File: config.mk
export PLATFORM = sky130hd
export DESIGN_NAME = reaction_timer
export DESIGN_NICKNAME = d
export VERILOG_FILES = /design/src/rtl/reaction_timer.sv
export SDC_FILE = /design/constraint.sdc
export NUM_CORES = 1
export LEC_CHECK = 0
export BUFFER_PORTS_ARGS = -buffer_cell sky130_fd_sc_hd__buf_2
export CORE_UTILIZATION = 43
export DETAILED_ROUTE_END_ITERATION = 12
export PLACE_DENSITY = 0.71
export SLEW_MARGIN = 20
export SYNTH_ARGS = -nofsm -noshare
export SYNTH_HDL_FRONTEND = slang
export SYNTH_SLANG_ARGS = --single-unit
File: constraint.sdc
create_clock -name clk -period 4.75 [get_ports clk]
set_input_delay 0.475 -clock clk [delete_from_list [all_inputs] [get_ports clk]]
set_output_delay 0.475 -clock clk [all_outputs]
set_load 0.02 [all_outputs]
File: src/rtl/reaction_timer.sv
// reaction_timer: measures driver reaction time after the start lights go out.
// Arms when the light bar is full, starts counting milliseconds (BCD) when it
// clears, and stops on the first button press edge. A press before lights-out
// is a jump start. The light bar is only observed, never driven.
module reaction_timer #(
  parameter int unsigned TICK_DIV = 1000
) (
  input  logic        clk,
  input  logic        rst,
  input  logic [7:0]  lights,
  input  logic        btn,
  input  logic        clr,
  output logic [15:0] bcd,
  output logic        done,
  output logic        foul,
  output logic        ovf,
  output logic        busy
);

  localparam int unsigned PW = (TICK_DIV > 1) ? $clog2(TICK_DIV) : 1;
  localparam logic [PW-1:0] PRE_LAST = PW'(TICK_DIV - 1);

  typedef enum logic [2:0] {
    IDLE,
    ARMED,
    TIMING,
    DONE,
    FOUL
  } state_t;

  state_t          state;
  logic            btn_q;
  logic [PW-1:0]   prescaler;
  logic            btn_edge;
  logic            ms_step;

  // Four-digit decimal increment with per-digit carry; caller handles 9999.
  function automatic logic [15:0] bcd_inc(input logic [15:0] v);
    logic [15:0] r;
    logic        c;
    logic [3:0]  d;
    r = '0;
    c = 1'b1;
    for (int i = 0; i < 4; i++) begin
      d = v[4*i +: 4];
      if (c && d == 4'd9) begin
        r[4*i +: 4] = 4'd0;
      end else if (c) begin
        r[4*i +: 4] = d + 4'd1;
        c = 1'b0;
      end else begin
        r[4*i +: 4] = d;
      end
    end
    return r;
  endfunction

  assign btn_edge = btn & ~btn_q;
  assign ms_step  = (prescaler == PRE_LAST);

  // Status flags are pure decodes of the registered state.
  assign done = (state == DONE);
  assign foul = (state == FOUL);
  assign busy = (state == ARMED) || (state == TIMING);

  // Button history register for rising-edge detection.
  always_ff @(posedge clk or posedge rst) begin
    // NOTE: all clocked state uses non-blocking assignments so every register
    // samples pre-edge values; blocking here would create order-dependent races.
    if (rst) btn_q <= 1'b0;
    else     btn_q <= btn;
  end

  // Main FSM with the prescaler, BCD counter and overflow flag.
  always_ff @(posedge clk or posedge rst) begin
    if (rst) begin
      state     <= IDLE;
      prescaler <= '0;
      bcd       <= '0;
      ovf       <= 1'b0;
    end else begin
      unique case (state)
        IDLE: begin
          if (clr) begin
            bcd <= '0;
            ovf <= 1'b0;
          end
          if (lights == 8'hFF) state <= ARMED;
        end

        ARMED: begin
          // A press wins over a simultaneous lights-out.
          if (btn_edge) begin
            state <= FOUL;
            bcd   <= '0;
          end else if (lights == 8'h00) begin
            state     <= TIMING;
            bcd       <= '0;
            prescaler <= '0;
            ovf       <= 1'b0;
          end
        end

        TIMING: begin
          // The stopping press suppresses any step landing on the same edge.
          if (btn_edge) begin
            state <= DONE;
          end else if (ms_step) begin
            prescaler <= '0;
            if (bcd == 16'h9999) ovf <= 1'b1;
            else                 bcd <= bcd_inc(bcd);
          end else begin
            prescaler <= prescaler + PW'(1);
          end
        end

        DONE, FOUL: begin
          if (clr) state <= IDLE;
        end

        default: state <= IDLE;
      endcase
    end
  end

endmodule
== Word level (Yosys, flattened, before mapping) ==
Cells that the tools add are included.

* Logic and storage cells: 103
* Bits of input ports: 12
* Bits in registers: 31

* Bitwise operators: 2
* Muxes and demuxes: 47
* Equal/unequal tests: 25
* Add/subtract/negate cells: 5
* Reductions and logical operators: 16

{| class="wikitable"
|+ Operator list
! cell !! count
|-
| $mux W16 || 6
|-
| $pmux W16 S3 || 1
|-
| $mux W10 || 4
|-
| $mux W4 || 7
|-
| $reduce_and A7 Y1 || 4
|-
| $mux W1 || 21
|-
| $pmux W10 S2 || 1
|-
| $add A4 B1 Y4 const B || 4
|-
| $eq A16 B16 Y1 const B || 1
|-
| $eq A4 B4 Y1 const B || 4
|-
| $ne A2 B2 Y1 const B || 8
|-
| $mux W3 || 5
|-
| $pmux W3 S4 || 1
|-
| $add A10 B1 Y10 const B || 1
|-
| $eq A10 B10 Y1 const B || 1
|-
| $ne A3 B1 Y1 const B || 3
|-
| $eq A8 B8 Y1 const B || 1
|-
| $logic_not A8 Y1 || 1
|-
| $reduce_and A4 Y1 || 2
|-
| $eq A3 B2 Y1 const B || 2
|-
| $reduce_and A6 Y1 || 1
|-
| $ne A2 B1 Y1 const B || 2
|-
| $eq A3 B1 Y1 const B || 1
|-
| $eq A3 B3 Y1 const B || 1
|-
| other kinds (10) || 12
|}

== Longest topological paths before layout ==
Gate-level depths: netlist of run 1.

* Depth in word-level cells: 24
* Gate-level depth with buffers: 8
* Gate-level depth less buffers: 7

== Least setup slack after synthesis of run 1 ==
Ideal clock, no wire load.

* Path kind: flip-flop to flip-flop
* From: reg prescaler[3]
* To: reg bcd[3]
* Path slack: 2.701 ns
* Arrival: 1.945 ns
* Cell stages (with the launch flop): 7
* Period minus slack after synthesis: 2.049 ns
* Path buffers: 1
* Path through: dfrtp_1 or3b_4 nor4_4 o21ai_2 or2_0 buf_6 o41ai_2

* Longest elaborated chain between the ends: 3

{| class="wikitable"
|+ Ends and longest elaborated chain
! what !! RTL line !! RTL
|-
| start, declared || 33 || <nowiki>logic [PW-1:0] prescaler;</nowiki>
|-
| start signal, assigned || 113 || <nowiki>prescaler <= prescaler + PW'(1);</nowiki>
|-
| $eq A10 B10 Y1 || 59 || <nowiki>assign ms_step = (prescaler == PRE_LAST);</nowiki>
|-
| $ne A2 B2 Y1 (no line) || - ||
|-
| $reduce_and A6 Y1 (no line) || - ||
|-
| end signal, assigned || 111 || <nowiki>else bcd <= bcd_inc(bcd);</nowiki>
|-
| end, declared || 13 || <nowiki>output logic [15:0] bcd,</nowiki>
|}

Every way passes these cells.
A chain may end at the register's enable or synchronous reset.

== Worst setup path after layout of run 1 ==
* From: reg state[0]
* To: reg bcd[3]

* Longest elaborated chain between the ends: 3

{| class="wikitable"
|+ Ends and longest elaborated chain
! what !! RTL line !! RTL
|-
| start, declared || 31 || <nowiki>state_t state;</nowiki>
|-
| start signal, assigned || 77 || <nowiki>state <= IDLE;</nowiki>
|-
| start signal, assigned || 88 || <nowiki>if (lights == 8'hFF) state <= ARMED;</nowiki>
|-
| start signal, assigned || 94 || <nowiki>state <= FOUL;</nowiki>
|-
| $eq A3 B1 Y1 (tied with other cells) || 82 || <nowiki>unique case (state)</nowiki>
|-
| $ne A3 B2 Y1 (no line) (tied with other cells) || - ||
|-
| $reduce_and A6 Y1 (no line) || - ||
|}

Parallel ways exist; a longest one is shown, timed or not.

==> results summary, run 1 <==
The run finished with clean final reports. The number of cells in the design after placement is 295. The share of total power dissipated in sequential elements is 0.533. The post-synthesis net count came out at 243. The hold violation total from the final report is 0. The upper clock frequency limit came out at 0.3604 GHz. The primary flip-flop cell chosen by synthesis mapping is sky130_fd_sc_hd__dfrtp_1. The pin count of the biggest net entering global routing is 32. For this configuration, the core starts out at a cell density of 0.4532. The worst-skew pair later-pin latency is 0.28 ns.

The placer congestion estimate came out at 0.8580. The cell count after synthesis is 222. The min-delay analysis places its worst path in the category in -> async.

The initial antenna violation count came out at 0. The layout overhead on the synthesized area is 11.13%. The setup fix buffers added after clock tree synthesis came out at 0. The floorplan step defined a die boundary enclosing 0.004929 mm². The ratio of total power to cell area is 232.1 mW/mm². The count of routing violations after the opening detailed-route iteration is 202. The H-tree was split into 2 levels.

The count of unique library cells instantiated by Yosys is 50. The share of the cycle needed by the critical path after routing came out at 0.5841. The vertical extent of the die is 70.21 µm. The sum of negative setup slack came out at 0 ns. The number of pins exceeding their max-slew limit in the final report came out at 0. The highest ir drop seen on vdd came out at 0.2032 mV. CTS saw 31 sinks. The critical path start-end classification is reg -> reg. Of the cells placed in the final design, the portion with a size suffix greater than 1 is 0.1992. The number of antenna diodes in the final layout is 0. The number of enable flip-flop cells after synthesis came out at 0.

STA classifies the critical path endpoint as a flop. The clock passes through at most 2 buffers. Each instance of the synthesized netlist takes up on average 9.012 µm².

Of the synthesized area, sequential elements account for 0.3877. TritonCTS built the clock tree. The DRC violation count after routing came out at 0.

The routed via count is 1748. Setup repair after global routing left no endpoint under its margin. The half-perimeter wire length after detailed placement came out at 3.076 mm. The number of nets in the layout came out at 271.

The tool flagged a number of max-cap violations equal to 0. The total routing resource utilization after global routing came out at 0.1833. Tracing the worst setup path back leads to its startpoint at state[0].

The number of clock buffers inserted by TritonCTS is 5. In this run the standard cell core region covers 0.004414 mm². The fill cell total of the finished layout came out at 415. The routed wire length per instance is 14.11 µm. The wire length of the first global-routing pass came out at 7.210 mm. The minimum setup slack in the final design is 1.976 ns.

The analysis attributes to cell leakage a power of 1.063 nW. The hold buffer count at CTS is 0. Post-CTS repair changed the size of 0 cells. Across the routed clock network, the largest skew measured is 0.009167 ns.

The clock share of power is 0.389. The root buffer cell is sky130_fd_sc_hd__clkbuf_8. The transition at the pin with the smallest max-transition slack is 1.011 ns.

For this run, the number of Yosys warnings is 0. For this run the aggregate overflow at the end of global routing stands at 0. The number of routed nets with antenna violations is 0. The worst slack at placement is 1.984 ns. The proportion of power drawn by combinational gates came out at 0.078. The async set-reset flop share out of synthesis came out at 1.000. The number of endpoints failing setup at the final stage came out at 0. The total number of placement rows came out at 24. The first-pass iteration count of the detailed router is 4. Of the total power, the share spent switching nets is 0.2575. The total length of routed wires is 4.275 mm. The worst slew margin relative to its limit came out at 0.3201. The clock slew seen by the registers of the worst setup and hold paths is 0.07 ns. The switching power summed over all nets is 0.1329 mW. The kind of launch point of the worst setup path is a flop. The clock period minus final worst setup slack came out at 2.774 ns.

The arrival time of data at the critical path endpoint came out at 2.96 ns. The worst endpoint required time came out at 4.94 ns. The register bit count reported by yosys is 31. The post-layout total power came out at 0.5161 mW. The startpoint identified for the worst register-to-register timing path is state[0]. The mean number of vias per cell is 5.769. At the end of the flow the core is filled with cells to 0.5037. The largest fanout on the critical path is 19. The via count of the first global-routing pass came out at 1588.

The number of buffers added on ports is 31. The number of standard cells in the layout, taps in and fillers out is 303. The internal power summed over all cells came out at 0.3832 mW. The netlist area before placement is 0.002001 mm².

The boundary pin count came out at 32. The width of the die is 70.21 µm.
logic make-up after synthesis:
family,Yosys count,share of synthesized area
and+or+nand+nor,85,0.2452
buffers and inverters,20,0.06128
adders and majority gates,9,0.05629
muxes,2,0.01063
DFF,31,0.3877
AOI/OAI and AO/OA,75,0.2389
power groups by stage:
stage	Sequential [mW]	Combinational [mW]	Clock, mW
floorplan	0.280	0.0282	0
global placement	0.280	0.0406	0
detailed placement	0.280	0.0410	0
CTS	0.275	0.0411	0.205
global route	0.276	0.0466	0.214
finish	0.275	0.0401	0.201
critical path, cell delays in order, from the launching register on:
cell and delay [ns]:
sky130_fd_sc_hd__dfrtp_1 0.51, sky130_fd_sc_hd__or3b_1 0.69, sky130_fd_sc_hd__nor4_4 0.43, sky130_fd_sc_hd__o21ai_2 0.27, sky130_fd_sc_hd__or2_0 0.42, sky130_fd_sc_hd__o41ai_2 0.35
path summary, 6_finish.rpt:
| kind | slack, ns | end | cells past startpoint |
|---|---|---|---|
| setup / recovery | 1.98 | bcd[3] | 5 |
| hold / removal | 0.25 | prescaler[1] | 3 |
| setup reg to reg | 1.98 | bcd[3] | 5 |
| hold reg to reg | 0.49 | prescaler[9] | 1 |
| max in group asynchronous | 4.21 | bcd[1] | 3 |
| min in group clk | 0.33 | btn_q | 1 |
layer usage:
layer,track usage,up-vias,wire length [µm]
li1,-,888,-
met1,0.2477,808,2010
met2,0.2821,43,1988
met3,0.03896,9,195
met4,0.08222,0,80
met5,0,-,0
Yosys cell counts, drive strengths merged (8+ instances only):
| library cell | instances | area share |
|---|---|---|
| a21oi | 11 | 0.028 |
| ha | 9 | 0.056 |
| nand2 | 16 | 0.030 |
| a31oi | 8 | 0.025 |
| nand3 | 8 | 0.020 |
| o21ai | 35 | 0.089 |
| inv | 9 | 0.017 |
| o31ai | 8 | 0.030 |
| dfrtp | 31 | 0.39 |
| nor2 | 16 | 0.030 |
per-stage QoR:
stage	area (µm²)	hold WS, ns
floorplan	2001	0.4429
global placement	2140	0.4842
detailed placement	2140	0.4871
CTS	2223	0.2675
global route	2223	0.3022
finish	2223	0.2501
sequential cells by signal, summed over array words and instances, names as in the netlist:
register,flops
ovf,1
btn_q,1
bcd,16
state,3
prescaler,10
placed cells by master, fill, tap and decap left out, types with 2 or more instances in the layout:
cell type,count
sky130_fd_sc_hd__a211o_1,2
sky130_fd_sc_hd__or4b_1,3
sky130_fd_sc_hd__inv_1,9
sky130_fd_sc_hd__clkbuf_8,5
sky130_fd_sc_hd__o31ai_1,8
sky130_fd_sc_hd__nor4_1,5
sky130_fd_sc_hd__dfrtp_1,31
sky130_fd_sc_hd__o41ai_2,3
sky130_fd_sc_hd__ha_1,9
sky130_fd_sc_hd__nand4_1,5
sky130_fd_sc_hd__buf_2,31
sky130_fd_sc_hd__a21oi_1,11
sky130_fd_sc_hd__o21ai_1,5
sky130_fd_sc_hd__nand2b_1,4
sky130_fd_sc_hd__and3b_1,2
sky130_fd_sc_hd__nor3_1,5
sky130_fd_sc_hd__nand3_1,8
sky130_fd_sc_hd__and3_1,4
sky130_fd_sc_hd__nand3b_1,4
sky130_fd_sc_hd__and3_2,2
sky130_fd_sc_hd__a31oi_1,8
sky130_fd_sc_hd__nor2_1,16
sky130_fd_sc_hd__nand2_1,16
sky130_fd_sc_hd__clkinv_2,3
sky130_fd_sc_hd__and2_1,2
sky130_fd_sc_hd__o21ai_0,29
area by class of cell:
cell class,instances,area [µm²],share of cell area
well taps,52,65.06,0.02926
flip-flops and latches,31,775.7,0.3489
repair buffers,32,162.7,0.07316
inverters,9,33.78,0.01519
multi-input cells,171,1102,0.4958
clock inverters,3,15.01,0.006753
clock buffers,5,68.82,0.03095
(Power assumes the default switching activity.)
==> run 2, diff against run 1 <==
==> constraint.sdc (replaced) <==
create_clock -name clk -period 2.9 [get_ports clk]
set_input_delay 0.29 -clock clk [delete_from_list [all_inputs] [get_ports clk]]
set_output_delay 0.29 -clock clk [all_outputs]
set_load 0.02 [all_outputs]
==> run 2 against run 1 <==
Final cell count rose by 1.3%. Sequential share of layout area fell by 0.97 points. Worst hold slack got worse by 0.19 ns. Critical path depth unchanged. Utilization rose by 1.4 points. Via count is 4.3% higher. Clock-buffer cell count grew 1. Die area unchanged. Register-to-register slack worse by 1.3 ns. Power up 86%. Non-clock buffer count is 4 higher. Critical endpoint unchanged. Largest cell class unchanged.
==> results summary, run 2 (synthesized netlist as in run 1, its figures left out) <==
The width of the die came out at 70.21 µm (unchanged). The hold buffer count at CTS is 0 (unchanged). The clock tree from TritonCTS is done. The worst slack at placement is 0.6334 ns (-1.351 ns). The mean number of vias per cell was 5.938 (+2.9%). The library cells used most frequently in the layout, excluding fill and tap cells, are 31 x sky130_fd_sc_hd__dfrtp_1, 31 x sky130_fd_sc_hd__buf_2, 29 x sky130_fd_sc_hd__o21ai_0, 16 x sky130_fd_sc_hd__nand2_1, 16 x sky130_fd_sc_hd__nor2_1. The initial standard-cell utilization of the core came out at 0.4532 (unchanged). The routed wire length per instance came out at 14.59 µm (+3.4%). The setup fix buffers added after clock tree synthesis came out at 0 (unchanged). The maximum count of clock buffers along a single path came out at 2 (unchanged). The critical path start-end classification is reg -> reg.

The clock slew seen by the registers of the worst setup and hold paths is 0.07 ns (about the same). STA classifies the critical path startpoint as a flop. The register name with the most flops is bcd. STA classifies the critical path endpoint as a flop. The routed via count is 1823 (+4.3%). The DRC violation count after routing came to 0 (unchanged). The largest fanout on the critical path is 17 (-2). The clock period minus final worst setup slack came out at 2.250 ns (-0.5248 ns). The first-pass iteration count of the detailed router came out at 4 (unchanged). The total length of routed wires came to 4.478 mm (+4.7%). The number of antenna cells inserted came to 0 (unchanged). The number of pins exceeding their max-slew limit in the final report came to 0 (unchanged). The hold violation total from the final report came out at 0 (unchanged).

The wire length of the first global-routing pass came out at 7.521 mm (+4.3%). The total clock sinks is 31 (unchanged). The maximum clock skew at final layout came out at 0.01229 ns (+0.003122 ns). The number of flip-flops in the largest register came out at 16 (unchanged). The pin count of the biggest net entering global routing is 19 (-41%). The arrival time of data at the critical path endpoint came out at 2.44 ns (-0.52 ns). The count of routing violations after the opening detailed-route iteration came out at 72 (-64%). The depth of the CTS H-tree is 2 (unchanged). The flow ran to the end, and the final reports show no timing, DRC or antenna violations. The placeable core area is 0.004414 mm² (unchanged). The number of clock buffers inserted by TritonCTS is 5 (unchanged). The total number of placement rows came out at 24 (unchanged). The share of the cycle needed by the critical path after routing was 0.7757 (+0.1916). The number of routed nets with antenna violations came to 0 (unchanged). The largest registers in the layout are bcd x16, prescaler x10, state x3. The worst endpoint required time came to 3.09 ns (-1.85 ns). The worst slew margin relative to its limit came out at 0.4886 (+0.1685).

The post-layout total power came out at 0.9624 mW (+86%). The upper clock frequency limit came to 0.4445 GHz (+23%). The aggregate global routing overflow came out at 0 (unchanged). The max-capacitance violation count came out at 0 (unchanged). The placer congestion estimate came out at 0.7993 (-6.8%).

The highest ir drop seen on vdd is 0.2475 mV (+22%). The total of cells resized after clock tree synthesis is 0 (unchanged). The reg2reg setup slack came out at 0.65 ns (-1.33 ns). The boundary pin count came out at 32 (unchanged). The vertical extent of the die came out at 70.21 µm (unchanged). The half-perimeter wire length after detailed placement is 3.238 mm (+5.3%). The die footprint came to 0.004929 mm² (unchanged).

The sum of negative setup slack is 0 ns (unchanged). The transition at the pin with the smallest max-transition slack is 0.7606 ns (-0.2506 ns). Setup repair after global routing left no endpoint under its margin. The layout overhead on the synthesized area is 14.32%. The number of endpoints failing setup at the final stage is 0 (unchanged). The minimum setup slack in the final design is 0.6504 ns (-1.325 ns). The worst-skew pair later-pin latency came out at 0.29 ns (about the same).

The tree is rooted in a sky130_fd_sc_hd__clkbuf_8. The min-delay analysis places its worst path in the category in -> async. The total routing resource utilization after global routing came out at 0.1935 (+0.01016). The number of buffers added on ports is 31 (unchanged). The number of nets in the layout is 275 (+1.5%).

The leakage power figure came to 1.095 nW (+3.0%). The ratio of total power to cell area came out at 420.8 mW/mm² (+81%). The fraction of final layout cells sized beyond drive strength 1 came out at 0.2118 (+0.01256). The via count of the first global-routing pass is 1623 (+2.2%). The initial antenna violation count is 0 (unchanged).
-- run 2: cell types whose count changed in the layout (fill, tap and decap cells not counted) --
cell and delta:
sky130_fd_sc_hd__buf_4 +4, sky130_fd_sc_hd__bufinv_16 +1, sky130_fd_sc_hd__clkbuf_8 +1, sky130_fd_sc_hd__clkinv_2 -2
-- run 2: worst paths after layout --
| path | startpoint | to | cells after the start |
|---|---|---|---|
| worst max-delay path | state[1] | bcd[3] | 5 |
| worst min-delay path | rst | bcd[10] | 2 |
| worst max register to register | state[1] | bcd[3] | 5 |
| worst min register to register | prescaler[9] | prescaler[9] | 1 |
| max in group asynchronous | rst | prescaler[3] | 3 |
| min in group clk | btn | btn_q | 1 |
-- run 2: routing by layer --
metal  up-vias  global-route usage  routed length (µm)
met3        10             0.06349                 123
met4         0             0.07111                  78
li1        900                   -                   -
met2        32              0.2938                2075
met5         -                   0                   0
met1       881              0.2567                2200
-- run 2: worst max-delay path: stages (launching register included) --
cell and delay, ns:
sky130_fd_sc_hd__dfrtp_1 0.53, sky130_fd_sc_hd__or3b_1 0.44, sky130_fd_sc_hd__nor4_4 0.19, sky130_fd_sc_hd__o21ai_2 0.24, sky130_fd_sc_hd__or2_0 0.41, sky130_fd_sc_hd__o41ai_2 0.34
-- run 2: final cells by class --
class	instances	area, µm²
clock buffers	6	82.58
clock inverters	2	35.03
fillers	433	2127
inverters	9	33.78
multi-input cells	171	1102
flip-flops and latches	31	775.7
well taps	52	65.06
repair buffers	36	192.7
-- run 2: per-stage QoR --
step                instance area [µm²]  hold WS [ns]  utilization  std cells
detailed placement                 2170        0.3850       0.4915        299
floorplan                          2001        0.3214            -        222
global placement                   2170        0.3896       0.4915        299
finish                             2287       0.06289       0.5181        307
CTS                                2287       0.08155       0.5181        307
global route                       2287        0.1061       0.5181        307
-- run 2: report_power, final --
group          switching, mW  total, mW  leakage [nW]  internal [mW]
logic                 0.0442     0.0676         0.606         0.0234
registers            0.00933      0.451         0.428          0.441
clock network          0.166      0.444        0.0612          0.278
total                  0.220      0.962          1.10          0.743
